[src/rtl/cpu_pkg.sv]
// ============================================================================
// Package : cpu_pkg
// Brief   : Shared fetch-state encoding, fault-cause codes and instruction size.
// Rev     : 1.0
// ============================================================================
`default_nettype none

package cpu_pkg;

  localparam int INSTR_BYTES = 4;

  typedef enum logic [1:0] {
    S_BOOT  = 2'd0,
    S_RUN   = 2'd1,
    S_FAULT = 2'd2
  } fetch_state_t;

  typedef logic [1:0] fault_cause_t;

  localparam fault_cause_t FC_NONE     = 2'b00;
  localparam fault_cause_t FC_MISALIGN = 2'b01;
  localparam fault_cause_t FC_RANGE    = 2'b10;
  localparam fault_cause_t FC_OVERRUN  = 2'b11;

endpackage

`default_nettype wire

[src/rtl/fetch_addr_check.sv]
// ============================================================================
// Module : fetch_addr_check
// Brief  : Combinational legality check of a fetch target address.
// Rev    : 1.0
// ============================================================================
`default_nettype none

module fetch_addr_check
  import cpu_pkg::*;
#(
  parameter int ADDR_W    = 32,
  parameter int MEM_BYTES = 256
) (
  input  logic [ADDR_W-1:0] addr,
  output logic              legal,
  output fault_cause_t      cause
);

  localparam logic [ADDR_W-1:0] LAST_PC = ADDR_W'(MEM_BYTES - INSTR_BYTES);

  logic misalign;
  logic range_err;

  always_comb begin
    misalign  = |addr[1:0];
    range_err = addr > LAST_PC;
    legal     = !misalign && !range_err;
    // Misalignment is reported in preference to range when both apply.
    if (misalign)       cause = FC_MISALIGN;
    else if (range_err) cause = FC_RANGE;
    else                cause = FC_NONE;
  end

endmodule

`default_nettype wire

[src/rtl/instr_fetch_ctrl.sv]
// ============================================================================
// Module : instr_fetch_ctrl
// Brief  : PC owner and fetch sequencer with decode handshake, redirects and
//          sticky fault reporting. FETCH_PERF_CNT_EN adds fetch/stall counters.
// Rev    : 1.0
// ============================================================================
`default_nettype none

module instr_fetch_ctrl
  import cpu_pkg::*;
#(
  parameter int                ADDR_W    = 32,
  parameter int                MEM_BYTES = 256,
  parameter logic [ADDR_W-1:0] RESET_PC  = '0
) (
  input  logic              clk,
  input  logic              rst,
  output logic [ADDR_W-1:0] imem_addr,
  input  logic [31:0]       imem_instr,
  output logic [31:0]       instr,
  output logic [ADDR_W-1:0] instr_pc,
  output logic              instr_valid,
  input  logic              instr_ready,
  input  logic              redirect_valid,
  input  logic [ADDR_W-1:0] redirect_target,
  output logic              fault,
  output logic [1:0]        fault_cause
`ifdef FETCH_PERF_CNT_EN
  ,
  output logic [31:0]       perf_fetched,
  output logic [31:0]       perf_stall
`endif
);

  localparam logic [ADDR_W-1:0] LAST_PC = ADDR_W'(MEM_BYTES - INSTR_BYTES);
  localparam logic [ADDR_W-1:0] STEP    = ADDR_W'(INSTR_BYTES);

  fetch_state_t      state_q, state_d;
  logic [ADDR_W-1:0] pc_q, pc_d;
  logic              fault_q, fault_d;
  fault_cause_t      cause_q, cause_d;

  logic              tgt_legal;
  fault_cause_t      tgt_cause;

  fetch_addr_check #(
    .ADDR_W    (ADDR_W),
    .MEM_BYTES (MEM_BYTES)
  ) u_addr_check (
    .addr  (redirect_target),
    .legal (tgt_legal),
    .cause (tgt_cause)
  );

  always_comb begin
    state_d     = state_q;
    pc_d        = pc_q;
    fault_d     = fault_q;
    cause_d     = cause_q;
    imem_addr   = pc_q;
    instr_valid = 1'b0;

    case (state_q)
      S_BOOT: begin
        // Memory output is stale this cycle, so nothing is presented.
        state_d = S_RUN;
        if (redirect_valid) begin
          if (tgt_legal) begin
            pc_d      = redirect_target;
            imem_addr = redirect_target;
          end else begin
            state_d = S_FAULT;
            fault_d = 1'b1;
            cause_d = tgt_cause;
          end
        end
      end
      S_RUN: begin
        instr_valid = !redirect_valid;
        if (redirect_valid) begin
          if (tgt_legal) begin
            pc_d      = redirect_target;
            imem_addr = redirect_target;
          end else begin
            state_d = S_FAULT;
            fault_d = 1'b1;
            cause_d = tgt_cause;
          end
        end else if (instr_ready) begin
          if (pc_q == LAST_PC) begin
            state_d = S_FAULT;
            fault_d = 1'b1;
            cause_d = FC_OVERRUN;
          end else begin
            pc_d      = pc_q + STEP;
            imem_addr = pc_q + STEP;
          end
        end
      end
      S_FAULT: begin
      end
      default: state_d = S_BOOT;
    endcase

    if (rst) begin
      imem_addr   = RESET_PC;
      instr_valid = 1'b0;
    end
  end

  always_ff @(posedge clk) begin
    if (rst) begin
      state_q <= S_BOOT;
      pc_q    <= RESET_PC;
      fault_q <= 1'b0;
      cause_q <= FC_NONE;
    end else begin
      state_q <= state_d;
      pc_q    <= pc_d;
      fault_q <= fault_d;
      cause_q <= cause_d;
    end
  end

  assign instr       = imem_instr;
  assign instr_pc    = pc_q;
  assign fault       = fault_q;
  assign fault_cause = cause_q;

`ifdef FETCH_PERF_CNT_EN
  logic [31:0] fetched_q, fetched_d;
  logic [31:0] stall_q, stall_d;

  // instr_valid is already low in S_FAULT, which freezes both counters there.
  always_comb begin
    fetched_d = fetched_q;
    stall_d   = stall_q;
    if (instr_valid && instr_ready && (fetched_q != 32'hFFFF_FFFF))
      fetched_d = fetched_q + 32'd1;
    if (instr_valid && !instr_ready && (stall_q != 32'hFFFF_FFFF))
      stall_d = stall_q + 32'd1;
  end

  always_ff @(posedge clk) begin
    if (rst) begin
      fetched_q <= '0;
      stall_q   <= '0;
    end else begin
      fetched_q <= fetched_d;
      stall_q   <= stall_d;
    end
  end

  assign perf_fetched = fetched_q;
  assign perf_stall   = stall_q;
`endif

endmodule

`default_nettype wire

[config.mk]
export PLATFORM = sky130hd
export DESIGN_NAME = instr_fetch_ctrl
export DESIGN_NICKNAME = d
export VERILOG_FILES = /design/src/rtl/cpu_pkg.sv /design/src/rtl/fetch_addr_check.sv /design/src/rtl/instr_fetch_ctrl.sv
export SDC_FILE = /design/constraint.sdc
export NUM_CORES = 1
export LEC_CHECK = 0
export ABC_AREA = 1
export CAP_MARGIN = 20
export CORE_ASPECT_RATIO = 0.75
export CORE_UTILIZATION = 25
export DETAILED_ROUTE_END_ITERATION = 6
export PLACE_DENSITY = 0.59
export SYNTH_ARGS = -nofsm -noshare
export SYNTH_HDL_FRONTEND = slang
export SYNTH_SLANG_ARGS = --single-unit
[constraint.sdc]
create_clock -name clk -period 4.85 [get_ports clk]
set_clock_uncertainty 0.1 [all_clocks]
set_input_delay 0.485 -clock clk [delete_from_list [all_inputs] [get_ports clk]]
set_output_delay 0.485 -clock clk [all_outputs]
set_load 0.005 [all_outputs]
[Word-level counts from Yosys, hierarchy flattened]
Cells that the tools add are included.
Word-level totals
  bits in registers: 37
  input bits: 68
  output and inout port bits: 100
  logic and storage cells: 53
Operators by class
  $add $sub $neg: 1
  order comparisons: 1
  equality and inequality tests: 7
  mux-type cells: 30
  bitwise logic cells: 1
  reduce and logical (&&, ||, !) cells: 9
Operators with widths (count)
  32-bit 2-to-1 mux: 6
  32-bit one-hot mux with 2 select lines: 1
  32-bit by 3-bit adder with 32-bit output, second input constant: 1
  32-bit by 8-bit == test with 1-bit output, second input constant: 1
  32-bit by 8-bit > comparator with 1-bit output, second input constant: 1
  2-bit 2-to-1 mux: 13
  3-bit != test, second input constant: 3
  4-bit AND reduction: 2
  1-bit 2-to-1 mux: 7
  2-bit one-hot mux with 3 select lines: 1
  2-bit one-hot mux with 2 select lines: 1
  1-bit logical NOT: 3
  2-bit by 1-bit == test with 1-bit output, second input constant: 1
  2-bit == test, second input constant: 1
  2-bit logical NOT: 1
  2-bit != test, second input constant: 1
  1-bit one-hot mux with 2 select lines: 1
  2-bit nonzero test: 1
  2-bit OR reduction: 1
  1-bit logical AND: 1
  1-bit NOT: 1

[Depth between registers and ports, before layout]
Gate-level depths: netlist (run 1).
  depth in word-level cells: 7
  depth in mapped cells: 13
  depth with buffers taken out: 12

[Cells and area by module]
From an unflattened synthesis (run 1), not the netlist that was laid out.
Unflattened totals
  cells, all modules: 695
  area total of the unflattened synthesis: 4033.9 um^2
By module, submodules not included
  instr_fetch_ctrl: instances 1, cells an instance 659, area an instance 3886.2 um^2, seq. area each 740.7 um^2
  fetch_addr_check: instances 1, cells an instance 36, area an instance 147.6 um^2, seq. area each 0.0 um^2

[Least setup slack after synthesis (run 1)]
OpenSTA, ideal clock, no wires.
  path kind: register to output
  start: register pc_q[2], in the netlist instr_pc[2]
  end: output imem_addr[22]
  arrival time: 1.594 ns
  required time: 4.265 ns
  path slack: 2.671 ns
  stages on the path, launching flop included: 10
  path buffers: 0
  path through: dfxtp_1 ha_1 nand3_1 nor2_4 nand3b_1 nor2_2 nand3_1 nand2_1 nor2_1 nor3_1
On the way
  word-level cells in the longest chain between the ends: 6
  elaborated cells between the ends (all ways): 7
  classes of those cells: 1 x add/sub; 1 x eq/ne; 5 x mux
RTL lines
  start: declaration: line instr_fetch_ctrl.sv:39  | logic [ADDR_W-1:0] pc_q, pc_d;
  start signal: assignment: line instr_fetch_ctrl.sv:119  | pc_q <= pc_d;
  32-bit by 3-bit adder with 32-bit output / 32-bit by 8-bit == test with 1-bit output (equally long branches): line instr_fetch_ctrl.sv:96, instr_fetch_ctrl.sv:90
  32-bit 2-to-1 mux (*): line instr_fetch_ctrl.sv:90  | if (pc_q == LAST_PC) begin
  32-bit 2-to-1 mux (*)
  32-bit 2-to-1 mux (*): line instr_fetch_ctrl.sv:80  | if (redirect_valid) begin
  32-bit one-hot mux with 2 select lines (*)
  32-bit 2-to-1 mux (*): line instr_fetch_ctrl.sv:105  | if (rst) begin
  end: declaration: line instr_fetch_ctrl.sv:18  | output logic [ADDR_W-1:0] imem_addr,
Mark *: on every way between the ends. The rest lies on a longest branch, timed or not.

[Worst setup path in the final report (run 1)]
  start: input redirect_target[15]
  end: output imem_addr[14]
On the way
  word-level cells in the longest chain between the ends: 7
  elaborated cells between the ends (all ways): 8
  classes of those cells: 1 x order compare; 5 x mux; 2 x reduce/logical
RTL lines
  start: declaration: line instr_fetch_ctrl.sv:25  | input logic [ADDR_W-1:0] redirect_target,
  32-bit by 8-bit > comparator with 1-bit output (*): line fetch_addr_check.sv:26  | range_err = addr > LAST_PC;
  1-bit logical NOT (*): line fetch_addr_check.sv:27  | legal = !misalign && !range_err;
  1-bit logical AND (*): line fetch_addr_check.sv:27
  32-bit 2-to-1 mux (*)
  32-bit 2-to-1 mux (on tied branches)
  32-bit one-hot mux with 2 select lines (*)
  32-bit 2-to-1 mux (*): line instr_fetch_ctrl.sv:105
Marks and branches as above.

==> summary.txt, run 1 <==
CTS
  • Clk sink count: 37
  • TritonCTS Buffers: 5
  • Clock latency on the worst-skew pair: ~0.29 ns
  • H-tree Lvls: 2
  • Post-CTS setup buffer count: 0
  • Cts hold-fix bufs: 0
  • Clk buf depth: 2
  • CTS tree: built
  • Cts repair resizes: 0
  • CTS clock-pin slew for the worst setup and hold paths: about 0.060 ns
  • CTS Root Cell: clkbuf_16

Floorplanning
  • Row count: 38
  • Die area: approximately 16000 um^2
  • Core area: between 10000 and 15000 um^2
  • Die span in x: 145 um
  • Die H: roughly 110 um
  • Initial Util: 0.261
  • # IOs: ~170

Drt
  • Drt pass-1 iters: 6
  • WL per Instance: 15.5 um
  • Vias per cell: slightly below 5
  • # DRC: 0
  • Vias: ~4700
  • Final ANT Viol Nets: 0
  • Initial DRC count: 576
  • Routed wire length: 15.1 mm

Power
  • VDD IR max: between 200 and 300 uV
  • PD cells: roughly 520 nW/um^2
  • Leakage: around 2.1 nW

Layout
  • N_diodes: 0
  • Layout net count: 846
  • Commonest non-fill, non-tap cells in the layout: nand2_1, nor2_1, clkdlybuf4s50_1
  • Layout cells sized above 1: 0.0412
  • Most common cell after layout, fill and taps aside: nand2_1
  • Final Cell Area: between 4000 and 5000 um^2
  • Area grow syn2layout: 28.9%

Placement
  • Post-DP Area: roughly 4800 um^2
  • Pre-CTS WS: around 0.90 ns
  • Port Buffer Count: roughly 100
  • Placer Congestion: 0.919
  • Dpl hpwl: about 11 mm

STA
  • Unrepaired setup endpoints after global routing: false
  • Worst Tran Pin Value: approximately 1.1 ns
  • Tmin final: between 3 and 4 ns
  • Final setup vio count: 0
  • Max-Slew Margin vs Limit: 0.255
  • Period utilization: 0.819
  • Max Fclk: approximately 250 MHz
  • Fin. Hold Viols: 0
  • Setup_tns: 0 ns
  • Final worst setup slack: 0.877 ns
  • Max-slew violation count: 0

Synth
  • Syn Std Cell Area: 3860 um^2
  • Yosys top cell area share: 0.252
  • Seq/Total Area, Yosys: 0.192
  • Synthesized instance count: 719
  • Synth cell types: 29
  • Synth warn: 0
  • Syn nets: ~800
  • Synth area leader: nand2_1
  • Synthesized flop and latch total: 37
  • Most area-consuming cells after synthesis: nand2_1, dfxtp_1, nor2_1
  • Syn Area/Cell: between 5 and 6 um^2

Global routing
  • Initial antenna violation count: 0
  • First-pass GRT wire length: between 20 and 25 mm
  • GRT overflow: 0
  • Vias in the first global route: roughly 4300
  • Largest net degree at the start of global routing: 37
  • Gr usage total: 0.192

Hold path
  • Hold path start: fault_cause[1]
  • Hold depth: 2
  • WHS Endpoint: fault_cause[1]
  • Worst hold path class: flop to flop

Flow run
  • Max-cap violations: 0

Worst setup path
  • Worst r2r path cells: 6
  • R2R Setup Slk: around 2.3 ns
  • Worst setup EP type: primary output
  • Startpoint types: primary input
  • Reg-to-Reg Start: state_q[1]
  • Arrival time worst endpoint: 3.39 ns
  • WP data required: around 4.3 ns
  • FF-to-FF End: instr_pc[17]
  • Critical path fanouts, max: 15
  • Kind of critical path: primary input to primary output

Run status
  • Status: finished clean
-- registers in the layout (all words and copies together) (netlist names) --
name and cells:
instr_pc 32, fault_cause 2, state_q 2, fault 1
-- critical path: stages --
cell	delay, ns
clkdlybuf4s50_1	0.40
nor2_1	0.12
nand2_1	0.06
nor2_1	0.16
nand2_1	0.12
nor2_2	0.34
nand3_2	0.39
nand2_1	0.21
nand3_2	0.24
nand2_1	0.13
nand2_1	0.05
nor2_1	0.14
clkdlybuf4s50_1	0.52
-- metrics by stage --
stage / util / power, W / hold WS [ns] / std cells
floorplan: - / 0.00148 / 0.345 / 719
detailed placement: 0.327 / 0.00224 / 0.358 / 970
finish: 0.337 / 0.00260 / 0.372 / 977
global route: 0.337 / 0.00283 / 0.399 / 977
global placement: 0.327 / 0.00225 / 0.343 / 970
CTS: 0.337 / 0.00259 / 0.367 / 977
-- Yosys cell counts, drive strengths merged --
library cell and instances:
nand2 260, nand4 29, clkbuf 12, a21oi 43, nand3b 2, ha 1, nor2 116, xor2 10
dfxtp 37, xnor2 1, clkinv 1, buf 47, o21ai 21, nand3 62, nor3 15, o211ai 3
inv 59
-- layer usage --
layer	global-route usage	vias to the layer above	part of all wire
met5	0	-	0
met4	0.0361	0	0.0085
met3	0.0365	12	0.091
met2	0.277	214	0.40
met1	0.292	2088	0.50
li1	-	2382	-
-- logic make-up after synthesis --
family,share of synthesized area
compound gates,0.0898
fa+ha+maj,0.00324
xor+xnor,0.0250
buf+inv,0.152
simple gates,0.538
flops,0.192
-- where the power goes --
part / internal [W] / switching [W]
Sequential: 0.000418 / 0.000217
Clock: 0.000202 / 0.000136
Combinational: 0.000733 / 0.000889
Total: 0.00135 / 0.00124
-- area by class of cell --
cell class / count / area, um^2
Clock buffer: 7 / 143
Fill cell: 1626 / 9810
Inverter: 60 / 225
Multi-Input combinational cell: 563 / 2530
Sequential cell: 37 / 741
Tap cell: 200 / 250
Timing Repair Buffer: 110 / 1080
-- worst max-delay path by stage --
stage / from / to / depth (start not counted)
2_1_floorplan: instr_pc[2] / imem_addr[22] / 9
3_3_place_gp: redirect_target[23] / imem_addr[20] / 13
3_5_place_dp: redirect_target[15] / imem_addr[14] / 13
4_1_cts: redirect_target[15] / imem_addr[14] / 13
5_1_grt: redirect_target[23] / imem_addr[18] / 13
6_report: redirect_target[15] / imem_addr[14] / 13
(Power assumes the default switching activity.)
==> run 2: changes to the inputs <==
==> constraint.sdc (replaced) <==
create_clock -name clk -period 3.9 [get_ports clk]
set_clock_uncertainty 0.1 [all_clocks]
set_input_delay 0.39 -clock clk [delete_from_list [all_inputs] [get_ports clk]]
set_output_delay 0.39 -clock clk [all_outputs]
set_load 0.005 [all_outputs]
==> summary.txt, run 2 (same netlist as run 1, synthesis figures left out) <==
Power
  • Leakage: 2.15 nW
  • PD cells: ~640 nW/um^2
  • Clk pwr share: 0.125
  • Sequential Power Share: 0.233
  • Sw frac: 0.473
  • Int Pwr: between 0.0015 and 0.002 W
  • Final Power: approximately 0.0032 W
  • Comb power frac: 0.642
  • VDD IR max: 359 uV
  • Switching power: 0.00154 W

Floorplanning
  • Row count: 38
  • Die area: 15900 um^2
  • Die span in x: approximately 150 um
  • Core area: 14800 um^2
  • Initial Util: 0.261
  • Die H: about 110 um
  • # IOs: ~170

Hold path
  • WHS Endpoint: fault_cause[1]
  • Hold depth: 2
  • Worst hold path class: flop to flop
  • Hold path start: fault_cause[1]

STA
  • Tmin final: around 3.5 ns
  • Max-Slew Margin vs Limit: 0.533
  • Setup_tns: 0 ns
  • Max Fclk: about 290 MHz
  • Final setup vio count: 0
  • Final worst setup slack: about 0.42 ns
  • Fin. Hold Viols: 0
  • Max-slew violation count: 0
  • Unrepaired setup endpoints after global routing: false
  • Period utilization: 0.892
  • Worst Tran Pin Value: around 0.70 ns

Worst setup path
  • Critical Path Max Stage Delay: approximately 0.56 ns
  • Arrival time worst endpoint: ~3.0 ns
  • R2R Setup Slk: between 1.5 and 2 ns
  • Slowest CP cell: clkdlybuf4s50_1
  • Worst r2r path cells: 9
  • Crit path top cell by count: nand3_1
  • Critical path fanouts, max: 7
  • Reg-to-Reg Start: instr_pc[2]
  • Startpoint types: flop
  • Worst setup EP type: primary output
  • FF-to-FF End: instr_pc[22]
  • Crit path cell chain: ha_1 -> nand3_1 -> nor2_4 -> nand3b_1 -> nor2_2 -> nand3_1 -> nand2_1 -> nor2_1 -> nor3_1 -> clkdlybuf4s50_1
  • Kind of critical path: flop to primary output
  • Worst path bufs/invs: 1
  • WP data required: 3.41 ns
  • Critical path's top delay family: simple AND/OR/NAND/NOR gates

Drt
  • Vias per cell: about 4.8
  • Vias: ~4700
  • WL per Instance: 14.8 um
  • # DRC: 0
  • Routed wire length: approximately 15 mm
  • Drt pass-1 iters: 6
  • Final ANT Viol Nets: 0
  • Initial DRC count: around 400

CTS
  • Clock latency on the worst-skew pair: between 0.2 and 0.3 ns
  • CTS tree: built
  • CTS clock-pin slew for the worst setup and hold paths: 0.06 ns
  • Clk buf depth: 2
  • CTS Root Cell: clkbuf_16
  • Cts hold-fix bufs: 0
  • Post-CTS setup buffer count: 0
  • Clk sink count: 37
  • TritonCTS Buffers: 5
  • Cts repair resizes: 0
  • H-tree Lvls: 2

Layout
  • Largest register FFs: 32
  • N_diodes: 0
  • Layout cells sized above 1: 0.0520
  • Final Cell Area: 5050 um^2
  • Most common cell after layout, fill and taps aside: nand2_1
  • Layout net count: ~860
  • Post-layout util: 0.342
  • Area grow syn2layout: 30.8%
  • Commonest non-fill, non-tap cells in the layout: nand2_1, nor2_1, clkdlybuf4s50_1

Placement
  • Placer Congestion: around 0.94
  • Dpl hpwl: about 11 mm
  • Post-DP Area: between 4000 and 5000 um^2
  • Pre-CTS WS: a little over 0.6 ns
  • Port Buffer Count: a little over 100

Global routing
  • Top Usage Layer GRT: met1
  • GRT overflow: 0
  • Largest net degree at the start of global routing: 24
  • GR met1 Demand/Resource: 0.279
  • First-pass GRT wire length: ~23 mm
  • GR Util met3: 0.0349
  • Met2 Usage GRT: 0.274
  • Initial antenna violation count: 0
  • Vias in the first global route: about 4300
  • Gr usage total: 0.188

Flow run
  • Max-cap violations: 0

Run status
  • Status: finished clean
-- run 2: how the worst max path moves through the flow --
stage / endpoint / startpoint / depth (start not counted) / slack, ns
finish: imem_addr[22] / instr_pc[2] / 10 / 0.42
detailed placement: imem_addr[8] / redirect_target[23] / 13 / 0.61
global route: imem_addr[22] / instr_pc[2] / 10 / 0.24
floorplan: imem_addr[22] / instr_pc[2] / 9 / 1.82
global placement: imem_addr[18] / redirect_target[23] / 13 / 0.66
CTS: imem_addr[22] / instr_pc[2] / 10 / 0.40
-- run 2: layer usage --
layer,share of wire,wire (um)
met1,0.50,7240
met2,0.40,5850
met3,0.090,1310
met4,0.015,218
met5,0,0
-- run 2: cell type report --
class | instances | area (um^2)
fillers | 1647 | 9740
repair buffers | 121 | 1170
well taps | 200 | 250
inverters | 60 | 225
multi-input cells | 563 | 2530
flip-flops and latches | 37 | 741
clock buffers | 8 | 136
-- run 2: power groups by stage --
stage	sequential (W)	combinational [W]	clock, W
finish	0.000756	0.00208	0.000406
global route	0.000782	0.00234	0.000430
CTS	0.000755	0.00208	0.000417
detailed placement	0.000762	0.00206	0
global placement	0.000770	0.00206	0
floorplan	0.000678	0.00117	0
-- run 2: worst register-to-register path, cell delays in order (launching register included) --
cell and delay (ns):
dfxtp_1 0.44, ha_1 0.28, nand3_1 0.22, nor2_4 0.26, nand3b_1 0.12, nor2_2 0.25, nand3_1 0.11, nand2_1 0.08
nor2_1 0.04, nor3_1 0.33
-- run 2: through the flow --
stage | hold WS, ns | std cells
3_3_place_gp | 0.341 | 981
6_report | 0.356 | 989
3_5_place_dp | 0.347 | 981
4_1_cts | 0.356 | 989
5_1_grt | 0.384 | 989
2_1_floorplan | 0.345 | 719
